## config.mk

```make
export PLATFORM = sky130hd
export DESIGN_NAME = multi_tick_generator
export DESIGN_NICKNAME = d
export VERILOG_FILES = /design/src/rtl/multi_tick_generator.sv
export SDC_FILE = /design/constraint.sdc
export NUM_CORES = 1
export LEC_CHECK = 0
export ABC_AREA = 1
export CORE_ASPECT_RATIO = 0.7
export CORE_MARGIN = 5
export CORE_UTILIZATION = 23
export DETAILED_ROUTE_END_ITERATION = 8
export PLACE_DENSITY = 0.42
export SYNTH_ARGS = -nofsm -noshare
export SYNTH_HDL_FRONTEND = slang
export SYNTH_SLANG_ARGS = --single-unit
```

## constraint.sdc

```tcl
create_clock -name clk -period 9.65 [get_ports clk]
set_clock_uncertainty 0.1 [all_clocks]
set_input_delay 2.895 -clock clk [delete_from_list [all_inputs] [get_ports clk]]
set_output_delay 2.895 -clock clk [all_outputs]
set_load 0.01 [all_outputs]
```

## src/rtl/multi_tick_generator.sv

```systemverilog
// Multi-channel programmable tick generator: NUM_CH divisor counters emitting one-cycle ticks,
// periodic or one-shot. Optional prescaler cascading is built when MULTI_TICK_CASCADE_EN is defined.
module multi_tick_generator #(
    parameter int INPUT_FREQ = 100_000_000,
    parameter int DEFAULT_HZ = 1000,
    parameter int NUM_CH     = 4,
    parameter int DIV_W      = 32,
    localparam int CH_W      = (NUM_CH > 1) ? $clog2(NUM_CH) : 1
) (
    input  logic              clk,
    input  logic              reset,
    input  logic [NUM_CH-1:0] ch_en,
    input  logic              sync_clr,
    input  logic              cfg_we,
    input  logic [CH_W-1:0]   cfg_ch,
    input  logic [DIV_W-1:0]  cfg_div,
    input  logic              cfg_oneshot,
    input  logic              cfg_casc,
    output logic [NUM_CH-1:0] tick,
    output logic [NUM_CH-1:0] done
);

    localparam logic [DIV_W-1:0] RESET_DIV = DIV_W'(INPUT_FREQ / DEFAULT_HZ);

    logic [DIV_W-1:0]  div_q [NUM_CH];
    logic [DIV_W-1:0]  cnt_q [NUM_CH];
    logic [NUM_CH-1:0] oneshot_q;

    logic [NUM_CH-1:0] cfg_hit;
    logic [NUM_CH-1:0] adv;
    logic [NUM_CH-1:0] wrap;
    logic              cnt_en;

`ifdef MULTI_TICK_CASCADE_EN
    logic [NUM_CH-1:0] casc_q;
    logic              carry;
`else
    logic unused_casc;
    assign unused_casc = cfg_casc;
`endif

    // NOTE: every variable written in always_comb gets a default first, otherwise a latch is inferred.
    always_comb begin
        cfg_hit = '0;
        adv     = '0;
        wrap    = '0;
        cnt_en  = 1'b1;
`ifdef MULTI_TICK_CASCADE_EN
        carry   = 1'b0;
`endif
        for (int i = 0; i < NUM_CH; i++) begin
            cnt_en = 1'b1;
`ifdef MULTI_TICK_CASCADE_EN
            // Cascaded channels count the wrap of their predecessor so both ticks land in the same cycle.
            if (i > 0 && casc_q[i]) cnt_en = carry;
`endif
            cfg_hit[i] = cfg_we && (32'(cfg_ch) == i);
            adv[i]     = !cfg_hit[i] && !sync_clr && ch_en[i] && (div_q[i] != '0)
                         && !done[i] && cnt_en;
            wrap[i]    = adv[i] && (cnt_q[i] == div_q[i] - DIV_W'(1));
`ifdef MULTI_TICK_CASCADE_EN
            carry      = wrap[i];
`endif
        end
    end

    // NOTE: sequential state uses non-blocking assignments only, so every register samples pre-edge values.
    always_ff @(posedge clk) begin
        if (!reset) begin
            for (int i = 0; i < NUM_CH; i++) begin
                div_q[i] <= RESET_DIV;
                cnt_q[i] <= '0;
            end
            oneshot_q <= '0;
            tick      <= '0;
            done      <= '0;
`ifdef MULTI_TICK_CASCADE_EN
            casc_q    <= '0;
`endif
        end else begin
            for (int i = 0; i < NUM_CH; i++) begin
                tick[i] <= wrap[i];
                if (cfg_hit[i]) begin
                    div_q[i]     <= cfg_div;
                    oneshot_q[i] <= cfg_oneshot;
`ifdef MULTI_TICK_CASCADE_EN
                    casc_q[i]    <= cfg_casc;
`endif
                    cnt_q[i]     <= '0;
                    done[i]      <= 1'b0;
                end else if (sync_clr || !ch_en[i]) begin
                    cnt_q[i] <= '0;
                    done[i]  <= 1'b0;
                end else if (adv[i]) begin
                    if (wrap[i]) begin
                        cnt_q[i] <= '0;
                        if (oneshot_q[i]) done[i] <= 1'b1;
                    end else begin
                        cnt_q[i] <= cnt_q[i] + DIV_W'(1);
                    end
                end
            end
        end
    end

endmodule

```

==> results.toml, run 1 <==
[routing]
vias = 14420
drt_pass1_iterations = 5
viasPerCell = 4.296
wl_um = 54730
drt_iter0_markers = 1360
antenna_left = 0
wl_per_cell_um = 16.31
drcViolationCount = 0

[cts]
cts_buffer_depth = 3
cts_tree = "done"
cts_hold_buf = 0
cts_resized = 0
clk_transition_reported_paths_ns = 0.07
numCtsBuffers = 29
postCtsSetupRepairBufs = 0
clock_sinks = 268
cts-htree-levels = 1
clockRootBuffer = "clkbuf_16"
clkLatencyLatePin_ns = 0.58

[die]
die_area_um2 = 83460
num_io_pins = 52
fp.dieW_um = 343.2
fp.dieH_um = 243.2
row_count = 85
initial_utilization_pct = 23.21
coreArea_um2 = 77000

[setup_path]
path_cells = "clkdlybuf4s50_1 > inv_1 > nor3_1 > inv_1 > nand2_1 > buf_4 > nor2_1 > nand3_2 > nor2_1"
worst_ep_required_time_ns = 9.85
end_kind = "flop"
worst-path-max-fanout = 33
crit_slowest_cell = "nor3_1"
slowest_delay_ns = 0.77
r2r-end = "cnt_q[3][13]"
crit_type = "in -> reg"
worstSetupStartpointType = "primary input"
critical_path_arrival_ns = 5.93
setup.worst_path.start = "cfg_ch[1]"
reg2reg_depth = 15
r2r_slack_ns = 6.21
setup.worst_path.end = "cnt_q[3][13]"
timing.rr.start = "div_q[3][0]"

[grt]
groute.usage.overall_pct = 12.83
top_usage_layer = "met1"
grt_pass1_vias = 13600
grt_pass1_wl_um = 83370
grtUsageMet3_pct = 3.533
gr-usage-met1_pct = 21.49
overflow = 0
antenna_found_initial = 4
grtUsageMet2_pct = 15.97
grt_start_max_net_pins = 35

[pwr]
irDropWorstVdd_uv = 116.5
powerDensity_nw_per_um2 = 139.4
p_leak_nw = 7.442

[yosys]
seq_area_frac_synth_pct = 44.36
syn_area_um2 = 17870
synth.avg_cell_area_um2 = 8.003
syn_inst = 2233
syn_nets = 2285
ys_warn_count = 0
synthDistinctLibCells = 45
synth-seq-cells = 268

[placed_design]
placedInstanceArea_um2 = 19520
portBuffers = 50
place_congestion = 0.8564
dp_hpwl_um = 43430

[timing]
min_period_ns = 5.725
slew-limit-headroom_pct = 31.92
rsz0062_at_grt = "false"
tightest_slew_ns = 1.007
fin_tns_setup_ns = 0
post-route-period-util_pct = 59.33
drv_slew = 0
maxClockFrequency_mhz = 174.7
hold_viol_final = 0
setup-violations-final = 0

[worst_hold_path]
hp-class = "reg -> reg"

[finish]
diodes = 0
syn_to_final_growth_pct = 14.39
fin_util_pct = 26.55
drive_above_1_share_pct = 8.607
stdcell_area_um2 = 20440
nets = 2342

[outcome]
outcome = "completed"

[run]
maxCapViolCount = 0
==> logic make-up (layout without fill, tap and decap cells) <==
family                   after synthesis  in the layout  share of synthesized area (%)
adder cells (fa/ha/maj)                8              8                         0.5602
AO/OA/AOI/OAI                         78             78                          2.542
XOR/XNOR                             256            256                          12.55
AND/OR/NAND/NOR                     1330           1330                          33.29
buffers and inverters                293            372                          6.701
flip-flops                           268            268                          44.36
==> final cells by class <==
cell class	instances	area, µm²
Fill cell	8470	56560
Inverter	261	979.7
Clock buffer	35	748.2
Multi-Input combinational cell	1672	8745
Tap cell	1044	1306
Sequential cell	268	7928
Clock inverter	18	173.9
Timing Repair Buffer	58	560.5
==> where the power goes <==
group	switching, W	total, W	leakage, nW	internal, W
Combinational	0.000202	0.000312	4.12	0.000110
Sequential	0.0000751	0.00141	2.89	0.00133
Clock	0.000498	0.00113	0.434	0.000631
Total	0.000776	0.00285	7.44	0.00207
==> synth_stat cells, drive strengths merged <==
library cell,instances,area [µm²]
a21boi,1,7.510
or2,21,131.4
dfxtp,12,240.2
and2,1,6.260
nand4,61,400.4
nor3,51,310.3
a21oi,33,202.7
xor2,180,1577
nor4b,1,8.760
or3,1,6.260
nor2,585,2435
ha,8,100.1
inv,257,964.7
buf,15,153.9
nor4,16,127.6
nand2,488,1894
nand3b,14,105.1
o211ai,2,15.01
clkbuf,17,63.81
clkinv,4,15.01
o21ai,33,165.2
nand3,90,515.5
o21bai,4,30.03
o22ai,3,18.77
edfxtp,256,7687
xnor2,76,665.6
nor3b,1,7.510
a21o,2,15.01
==> sequential cells by signal (all words and copies together) (netlist names) <==
signal / flops
div_q: 128
oneshot_q: 4
cnt_q: 128
done: 4
tick: 4
==> cell usage in the layout, fill, tap and decap left out, drive strengths merged, types with 14 or more instances in the layout <==
cell / synthesis / layout
nand3: 90 / 90
clkinv: 4 / 15
a21oi: 33 / 33
xnor2: 76 / 76
clkdlybuf4s50: 0 / 50
clkbuf: 17 / 35
nor3: 51 / 51
or2: 21 / 21
nor4: 16 / 16
nand3b: 14 / 14
edfxtp: 256 / 256
inv: 257 / 257
nand4: 61 / 61
o21ai: 33 / 33
nand2: 488 / 488
nor2: 585 / 585
xor2: 180 / 180
==> metrics by stage <==
stage	total power [W]	std cells	hold slack [ns]	worst slack, ns
after floorplan	0.001624	2233	0.3528	4.261
after global placement	0.001743	3303	0.3706	3.437
after detailed placement	0.001743	3303	0.3620	3.400
after CTS	0.002887	3356	0.3741	4.024
after global routing	0.002984	3356	0.4202	3.620
final	0.002849	3356	0.3753	3.925
==> worst max-delay path, delay by kind of cell <==
family | cells | cell delay [ns]
buf+inv | 4 | 1.19
simple gates | 5 | 1.81
==> layer usage <==
layer / wire (µm) / vias up
li1: - / 7272
met1: 30010 / 6718
met2: 19180 / 377
met3: 4748 / 48
met4: 781 / 2
met5: 13 / -
==> worst min path at each step <==
| stage | from | endpoint | slack [ns] | depth (start not counted) |
|---|---|---|---|---|
| finish | done[2] | done[2] | 0.38 | 2 |
| detailed placement | done[2] | done[2] | 0.36 | 2 |
| global route | done[2] | done[2] | 0.42 | 2 |
| global placement | done[2] | done[2] | 0.37 | 2 |
| CTS | done[2] | done[2] | 0.37 | 2 |
| floorplan | oneshot_q[3] | oneshot_q[3] | 0.35 | 2 |
Note: power is estimated with default switching activity, not from simulation.
==> run 2: changes to the inputs <==
--- a/config.mk
+++ b/config.mk
@@ -10,7 +10,7 @@
 export CORE_MARGIN = 5
 export CORE_UTILIZATION = 23
 export DETAILED_ROUTE_END_ITERATION = 8
-export PLACE_DENSITY = 0.42
+export PLACE_DENSITY = 0.43
 export SYNTH_ARGS = -nofsm -noshare
 export SYNTH_HDL_FRONTEND = slang
 export SYNTH_SLANG_ARGS = --single-unit
==> constraint.sdc (replaced) <==
create_clock -name clk -period 5.15 [get_ports clk]
set_clock_uncertainty 0.1 [all_clocks]
set_input_delay 1.545 -clock clk [delete_from_list [all_inputs] [get_ports clk]]
set_output_delay 1.545 -clock clk [all_outputs]
set_load 0.01 [all_outputs]
==> run 2 against run 1 <==
Against the previous run: sequential share of layout area is 0.18 points lower; wire length is 1.0% lower; final area is 0.46% higher; sequential power is 87% higher; die area stayed put; utilization is 0.12 points higher; register-to-register slack worse by 4.3 ns; final cell count is 0.42% higher; critical path depth stayed put; non-clock buffer count is 10 higher; via count is 0.62% lower; global-route usage is 0.18 points lower; largest cell class unchanged.
==> results.toml, run 2 (synthesis results as in run 1) <==
[timing]
fin_tns_setup_ns = 0
hold_viol_final = 0
setup-violations-final = 0
min_period_ns = 3.692
maxClockFrequency_mhz = 270.9
worst_slack_ns = 1.458
drv_slew = 0
rsz0062_at_grt = "false"
tightest_slew_ns = 0.9758
post-route-period-util_pct = 71.69
slew-limit-headroom_pct = 34.03

[setup_path]
worst-path-max-fanout = 19
crit_type = "in -> reg"
slowest_delay_ns = 0.67
critical_path_arrival_ns = 4.05
worst_ep_required_time_ns = 5.51
crit_buf_inv = 6
end_kind = "flop"
crit_slowest_cell = "nor3_1"
critPathTopFamily = "buffers and inverters"
worstSetupStartpointType = "primary input"
path_cells = "clkdlybuf4s50_1 > inv_1 > nor3_1 > inv_1 > nor2_1 > buf_4 > clkinv_1 > buf_4 > nor2_1"

[die]
coreArea_um2 = 77000
initial_utilization_pct = 23.21
fp.dieW_um = 343.2
fp.dieH_um = 243.2
die_area_um2 = 83460
num_io_pins = 52
row_count = 85

[worst_hold_path]
hp-class = "reg -> reg"

[finish]
drive_above_1_share_pct = 9.169
reg_top3 = "cnt_q: 128 flops, div_q: 128 flops"
stdcell_area_um2 = 20540
layout_common_cells = "515 x nor2_1, 471 x nand2_1, 256 x edfxtp_1"
syn_to_final_growth_pct = 14.92
fin_util_pct = 26.67
nets = 2352
layout_commonest_cell = "nor2_1"

[run]
maxCapViolCount = 0

[pwr]
finalPower_w = 0.005364
irDropWorstVdd_uv = 266.3
powerDensity_nw_per_um2 = 261.2
p_leak_nw = 7.522

[placed_design]
placedInstanceArea_um2 = 19590
dp_hpwl_um = 43060
portBuffers = 50
pre_cts_slack_ns = 0.8904
place_congestion = 0.8377

[routing]
drt_iter0_markers = 1265
viasPerCell = 4.252
antenna_left = 0
drcViolationCount = 0
vias = 14330
drt_pass1_iterations = 5
wl_per_cell_um = 16.08
wl_um = 54180

[cts]
cts_resized = 0
clock_sinks = 268
clkLatencyLatePin_ns = 0.60
numCtsBuffers = 29
postCtsSetupRepairBufs = 0
cts_hold_buf = 0
cts-htree-levels = 1
cts_tree = "done"
clk_transition_reported_paths_ns = 0.06
cts_buffer_depth = 3
clockRootBuffer = "clkbuf_16"

[grt]
overflow = 0
groute.usage.overall_pct = 12.65
antenna_found_initial = 3
grt_pass1_wl_um = 82540
grt_start_max_net_pins = 34
grt_pass1_vias = 13620

[outcome]
outcome = "completed"
==> run 2: metrics by stage <==
step           cells  hold slack, ns
6_report        3370          0.3876
5_1_grt         3367          0.4148
4_1_cts         3367          0.3856
3_5_place_dp    3313          0.3773
3_3_place_gp    3313          0.3693
2_1_floorplan   2233          0.3528
==> run 2: path summary, 6_finish.rpt <==
path	from	endpoint	slack, ns	cells past startpoint
max	cfg_ch[1]	div_q[3][28]	1.46	9
max reg2reg	div_q[3][0]	cnt_q[3][7]	1.88	16
min	oneshot_q[2]	oneshot_q[2]	0.39	2
min reg2reg	oneshot_q[2]	oneshot_q[2]	0.39	2
==> run 2: final cells by class <==
class                           instances  area, µm²
Inverter                              261      979.7
Antenna cell                            3      7.507
Clock buffer                           37      775.7
Multi-Input combinational cell       1672       8745
Timing Repair Buffer                   68      635.6
Sequential cell                       268       7928
Fill cell                            8473      56460
Clock inverter                         17      158.9
Tap cell                             1044       1306
==> run 2: report_power, final <==
group / switching (W) / internal, W / leakage, nW
registers: 0.000139 / 0.00250 / 2.89
logic: 0.000380 / 0.000210 / 4.17
clock network: 0.000929 / 0.00121 / 0.467
total: 0.00145 / 0.00392 / 7.52
==> run 2: layer usage <==
metal | vias to the layer above | routed length [µm] | GRT usage (%)
met5 | - | 434 | 3.646
met4 | 4 | 694 | 1.795
met3 | 39 | 4123 | 2.767
met2 | 349 | 18990 | 15.70
met1 | 6647 | 29940 | 21.35
li1 | 7289 | - | -
==> run 2: worst min-delay path, stage by stage, from the launching register on <==
cell and delay (ns):
dfxtp_1 0.30, inv_1 0.06, o22ai_1 0.08
